<file path="config.mk">
export PLATFORM = sky130hd
export DESIGN_NAME = decoder_stream
export DESIGN_NICKNAME = d
export VERILOG_FILES = /design/src/rtl/decoder_pkg.sv /design/src/rtl/decoder_skid.sv /design/src/rtl/decoder_stream.sv
export SDC_FILE = /design/constraint.sdc
export NUM_CORES = 1
export LEC_CHECK = 0
export ABC_CLOCK_PERIOD_IN_PS = 1600
export CORE_MARGIN = 4
export CORE_UTILIZATION = 33
export DETAILED_ROUTE_END_ITERATION = 8
export PLACE_DENSITY = 0.55
export SLEW_MARGIN = 20
export SYNTH_ARGS = -nofsm -noshare
export SYNTH_HDL_FRONTEND = slang
export SYNTH_SLANG_ARGS = --single-unit
</file>
<file path="constraint.sdc">
create_clock -name clk -period 1.6 [get_ports clk]
set_clock_uncertainty 0.05 [all_clocks]
set_input_delay 0.32 -clock clk [delete_from_list [all_inputs] [get_ports clk]]
set_output_delay 0.32 -clock clk [all_outputs]
set_load 0.05 [all_outputs]
</file>
<file path="src/rtl/decoder_pkg.sv">
// Shared types and the decode function for the streaming binary decoder.
package decoder_pkg;

  // Largest index/vector widths dec_vec can produce; callers truncate to their own width.
  localparam int DEC_MAX_IN_W  = 8;
  localparam int DEC_MAX_OUT_W = 256;

  typedef enum logic [1:0] {
    DEC_ONEHOT   = 2'b00,
    DEC_THERMO   = 2'b01,
    DEC_ONEHOT_N = 2'b10,
    DEC_RSVD     = 2'b11
  } dec_mode_t;

  typedef enum logic [1:0] {
    ST_EMPTY = 2'd0,
    ST_ONE   = 2'd1,
    ST_FULL  = 2'd2
  } buf_state_t;

  // Bits at or above out_w stay zero; an index >= out_w naturally yields the
  // out-of-range patterns (one-hot zeros, thermometer ones, active-low ones).
  function automatic logic [DEC_MAX_OUT_W-1:0] dec_vec(
    input logic [DEC_MAX_IN_W-1:0] a,
    input dec_mode_t               mode,
    input logic                    en,
    input int unsigned             out_w
  );
    logic [DEC_MAX_OUT_W-1:0] y;
    y = '0;
    for (int unsigned i = 0; i < DEC_MAX_OUT_W; i++) begin
      if (i < out_w) begin
        case (mode)
          DEC_ONEHOT:   y[i] = en && (i == 32'(a));
          DEC_THERMO:   y[i] = en && (i <= 32'(a));
          DEC_ONEHOT_N: y[i] = !(en && (i == 32'(a)));
          default:      y[i] = 1'b0;
        endcase
      end
    end
    return y;
  endfunction

endpackage

</file>
<file path="src/rtl/decoder_skid.sv">
// Two-entry valid/ready skid buffer: output register plus one overflow entry.
module decoder_skid
  import decoder_pkg::*;
#(
  parameter int W = 38
) (
  input  logic         clk,
  input  logic         rst,
  input  logic         in_valid,
  output logic         in_ready,
  input  logic [W-1:0] in_data,
  output logic         out_valid,
  input  logic         out_ready,
  output logic [W-1:0] out_data
);

  buf_state_t   state_q, state_d;
  logic         in_ready_q;
  logic [W-1:0] out_q, out_d;
  logic [W-1:0] skid_q, skid_d;
  logic         accept;
  logic         emit;

  always_comb begin
    // NOTE: every combinational output gets a default first so no path infers a latch.
    state_d = state_q;
    out_d   = out_q;
    skid_d  = skid_q;
    accept  = in_valid && in_ready_q;
    emit    = (state_q != ST_EMPTY) && out_ready;
    case (state_q)
      ST_EMPTY: begin
        if (accept) begin
          state_d = ST_ONE;
          out_d   = in_data;
        end
      end
      ST_ONE: begin
        if (accept && emit) begin
          out_d = in_data;
        end else if (accept) begin
          state_d = ST_FULL;
          skid_d  = in_data;
        end else if (emit) begin
          state_d = ST_EMPTY;
        end
      end
      ST_FULL: begin
        // in_ready is low here, so only the drain of the skid entry can happen.
        if (emit) begin
          state_d = ST_ONE;
          out_d   = skid_q;
        end
      end
      default: state_d = ST_EMPTY;
    endcase
  end

  always_ff @(posedge clk) begin
    // NOTE: state uses non-blocking assignments; the data entries are reset too so
    // nothing stale survives a reset taken while the buffer is full.
    if (!rst) begin
      state_q    <= ST_EMPTY;
      in_ready_q <= 1'b1;
      out_q      <= '0;
      skid_q     <= '0;
    end else begin
      state_q    <= state_d;
      in_ready_q <= (state_d != ST_FULL);
      out_q      <= out_d;
      skid_q     <= skid_d;
    end
  end

  assign in_ready  = in_ready_q;
  assign out_valid = (state_q != ST_EMPTY);
  assign out_data  = out_q;

endmodule

</file>
<file path="src/rtl/decoder_stream.sv">
// Pipelined binary decoder over valid/ready: decodes at accept time, buffers
// the result in a skid buffer and counts accepted transactions.
module decoder_stream
  import decoder_pkg::*;
#(
  parameter int IN_W    = 5,
  parameter int OUT_W   = 2**IN_W,
  parameter int COUNT_W = 16
) (
  input  logic               clk,
  input  logic               rst,
  input  logic               in_valid,
  output logic               in_ready,
  input  logic [IN_W-1:0]    in_a,
  input  logic [1:0]         in_mode,
  input  logic               in_en,
  output logic               out_valid,
  input  logic               out_ready,
  output logic [OUT_W-1:0]   out_y,
  output logic [IN_W-1:0]    out_a,
  output logic               out_oor,
  output logic [COUNT_W-1:0] txn_count
);

  localparam int PAY_W = OUT_W + IN_W + 1;

  logic [OUT_W-1:0]   dec_y;
  logic               dec_oor;
  logic [PAY_W-1:0]   pay_out;
  logic               accept;
  logic [COUNT_W-1:0] txn_count_q, txn_count_d;

  always_comb begin
    dec_y   = OUT_W'(dec_vec(DEC_MAX_IN_W'(in_a), dec_mode_t'(in_mode), in_en, OUT_W));
    dec_oor = (32'(in_a) >= 32'(OUT_W));
  end

  decoder_skid #(
    .W (PAY_W)
  ) u_skid (
    .clk       (clk),
    .rst       (rst),
    .in_valid  (in_valid),
    .in_ready  (in_ready),
    .in_data   ({dec_oor, in_a, dec_y}),
    .out_valid (out_valid),
    .out_ready (out_ready),
    .out_data  (pay_out)
  );

  assign {out_oor, out_a, out_y} = pay_out;

  // Wraps naturally at 2**COUNT_W.
  assign accept      = in_valid && in_ready;
  assign txn_count_d = accept ? txn_count_q + COUNT_W'(1) : txn_count_q;

  always_ff @(posedge clk) begin
    if (!rst) txn_count_q <= '0;
    else      txn_count_q <= txn_count_d;
  end

  assign txn_count = txn_count_q;

endmodule

</file>
==> flow_metrics.env <==
export IMPL_status="finished, violations left"
export IMPL_failed_checks="setup timing"
export IMPL_die_area_um2=17180
export IMPL_reg2reg_from="u_skid.state_q[1]"
export IMPL_p_leak_nw=3.128
export IMPL_drv_slew=0
export IMPL_start_util=0.3400
export IMPL_yosysTopAreaCell="dfxtp_1"
export IMPL_hold_viol=0
export IMPL_ir_worst_vdd_mv=0.5125
export IMPL_crit_required_ns=1.85
export IMPL_holdPathStages=3
export IMPL_antenna_cells=0
export IMPL_yosys_most_used_dff="dfxtp_1"
export IMPL_row_count=44
export IMPL_netlist_area_um2=4997
export IMPL_setup_tns_ns=-0.005651
export IMPL_clock_sinks=93
export IMPL_cts_buffer_depth=2
export IMPL_htree_levels=3
export IMPL_clock_power_share=0.334
export IMPL_p_int_w=0.004551
export IMPL_critPathKind="in2reg"
export IMPL_cp_slowest_stage_delay_ns=0.33
export IMPL_stdcell_area_um2=7965
export IMPL_vias=5419
export IMPL_postRouteAntennaNets=0
export IMPL_swShare=0.3044
export IMPL_max_freq_mhz=622.8
export IMPL_tritoncts="yes"
export IMPL_synth_top_area_share=0.3726
export IMPL_drtIter0Drc=340
export IMPL_cp_max_fo=9
export IMPL_r2r_slack_ns=0.03
export IMPL_grt_overflow=0
export IMPL_synth_nets=636
export IMPL_cp_startpoint="in_mode[1]"
export IMPL_synth_top_cells_by_area="dfxtp_1 (37%), a21oi_1 (7.7%), o21ai_0 (4.0%), nor2_1 (3.9%), nand2_1 (3.4%)"
export IMPL_numCtsBuffers=9
export IMPL_placed_area_um2=7196
export IMPL_cp_end_kind="register"
export IMPL_setup_viol=1
export IMPL_period_share=1.004
export IMPL_startpoint_type="primary input"
export IMPL_r2r_end="u_skid.out_data[10]"
export IMPL_grt_util_all_layers=0.2121
export IMPL_hold_class="in2reg"
export IMPL_yosysSeqAreaShare=0.3726
export IMPL_combPwrFrac=0.277
export IMPL_antenna_found_initial=0
export IMPL_synth_seq_cells=93
export IMPL_worst_path_buf_inv=3
export IMPL_syn_to_final_growth_pct=59.39
export IMPL_critPathSlowestCell="or2_2"
export IMPL_critPathArrivalTime_ns=1.86
export IMPL_endpoint="u_skid.out_data[10]"
export IMPL_post_place_ws_ns=-0.7957
export IMPL_seq_power_share=0.390
export IMPL_ys_top_cells_by_count="dfxtp_1 (93), a21oi_1 (77), nor2_1 (52)"
export IMPL_clk_pin_slew_worst_paths_ns=0.07
export IMPL_max_cap_violations=0
export IMPL_grt_pass1_vias=5295
export IMPL_power_switching_w=0.001992
export IMPL_cp_cell_sequence="dlygate4sd2_1 > buf_4 > or2_2 > nor3_2 > nor3_2 > buf_4 > a21oi_1 > a31o_2"
export IMPL_synth_area_per_cell_um2=8.021
export IMPL_numPortBuffers=66
export IMPL_fin_crit_ns=1.606
export IMPL_gp_congestion=0.9119
export IMPL_die_w_um=131.1
export IMPL_insertion_delay_ns=0.35
export IMPL_ys_warn_count=0
export IMPL_wl_per_cell_um=18.23
export IMPL_synth_cell_types=70
export IMPL_layout_nets=795
export IMPL_vias_per_cell=5.581
export IMPL_yosysMostFrequentCell="dfxtp_1"
export IMPL_route_detailed_drc=0
export IMPL_syn_inst=623
export IMPL_grt_pass1_wl_um=28680
export IMPL_die_y_um=131.1
export IMPL_rsz0062_at_grt="true"
export IMPL_drt_wl_total_um=17700
export IMPL_core_um2=14700
export IMPL_synth_edff_count=0
export IMPL_finalWorstSetupSlack_ns=-0.005651
export IMPL_r2r_cells=6
export IMPL_dp_hpwl_um=12990
export IMPL_io_pins=68
export IMPL_grt_max_degree=39
export IMPL_cp_top_family="simple AND/OR/NAND/NOR gates"
export IMPL_synthArstFlopShare=0
export IMPL_cp_num_cells=8
export IMPL_clockRootBuffer="clkbuf_16"
export IMPL_pwr_density_cell_nw_per_um2=821.4
export IMPL_first_pass_iters=4
export IMPL_drive_gt1_frac=0.3812
-- registers in the layout, indices dropped and copies added (netlist names) --
signal and count:
u_skid.out_data 37, u_skid.skid_q 37, txn_count 16, u_skid.state_q 2, u_skid.in_ready 1
-- worst register-to-register path, cell delays in order, from the launching register on --
cell and delay (ns):
dfxtp_2 0.34, and3b_2 0.24, a22o_4 0.29, buf_12 0.15, o211ai_1 0.11, a21oi_1 0.08
a31o_2 0.21
-- routing by layer --
layer,wire length (um),global-route usage,up-vias
li1,-,-,2603
met1,7692,0.2697,2622
met2,8818,0.3647,163
met3,764,0.03849,31
met4,429,0.06594,0
met5,0,0,-
-- what timing repair did --
action | 4_1_cts | 5_1_grt
cloned | 4 | 0
resized for setup | 64 | 49
pin swaps | 22 | 16
endpoints found under the setup margin | 69 | 46
hold buffers | 0 | 0
hold endpoints to repair | 0 | 0
buffers inserted | 13 | 3
-- power by group through the flow --
| stage | Combinational [W] | Sequential (W) | Clock [W] |
|---|---|---|---|
| 6_report | 0.00181 | 0.00255 | 0.00218 |
| 5_1_grt | 0.00192 | 0.00257 | 0.00235 |
| 4_1_cts | 0.00177 | 0.00255 | 0.00225 |
| 3_5_place_dp | 0.00167 | 0.00260 | 0 |
| 3_3_place_gp | 0.00166 | 0.00260 | 0 |
| 2_1_floorplan | 0.000610 | 0.00282 | 0 |
-- worst min path at each step --
stage / from / end / slack (ns)
3_3_place_gp: u_skid.skid_q[35] / u_skid.skid_q[35] / 0.39
2_1_floorplan: u_skid.skid_q[32] / u_skid.skid_q[32] / 0.39
6_report: rst / u_skid.out_data[3] / 0.37
3_5_place_dp: u_skid.skid_q[15] / u_skid.skid_q[15] / 0.40
5_1_grt: rst / u_skid.out_data[3] / 0.37
4_1_cts: rst / u_skid.skid_q[3] / 0.35
-- cells in the final DEF, fill, tap and decap left out, types with 15 or more instances in the layout --
master    synthesis  layout
o21ai_0          40      34
o21ai_1           9      15
nor2_1           52      50
o211ai_1         15      15
nor3_1           24      16
buf_6             5      20
a21oi_1          77      69
dfxtp_1          93      84
nand3_1          32      32
nand2_1          45      43
buf_12            0      65
buf_4            14     115
-- per-stage QoR --
stage | hold WS [ns] | utilization | power (W) | std cells
after CTS | 0.3499 | 0.5325 | 0.006571 | 969
final | 0.3653 | 0.5419 | 0.006543 | 971
after floorplan | 0.3866 | - | 0.003431 | 623
after detailed placement | 0.3969 | 0.4895 | 0.004267 | 937
after global routing | 0.3652 | 0.5419 | 0.006839 | 971
after global placement | 0.3915 | 0.4895 | 0.004259 | 937
-- kinds of logic (layout without fill, tap and decap cells) --
family / count (synthesis) / after routing / synth area share
AOI/OAI and AO/OA: 214 / 214 / 0.2757
DFF: 93 / 93 / 0.3726
and+or+nand+nor: 222 / 222 / 0.2349
adders and majority gates: 1 / 1 / 0.002503
buffers and inverters: 72 / 236 / 0.07736
muxes: 5 / 5 / 0.01002
xor gates and xnor gates: 15 / 15 / 0.02629
other: 1 / 1 / 0.0007504
-- final cells by class --
| class | count | area (um^2) |
|---|---|---|
| fill | 1393 | 6734 |
| multi-input combinational | 458 | 3015 |
| timing repair buffer | 213 | 2512 |
| sequential | 93 | 1876 |
| clock buffer | 12 | 246.5 |
| tap | 184 | 230.2 |
| clock inverter | 4 | 55.05 |
| inverter | 7 | 30.03 |
(Power assumes the default switching activity.)
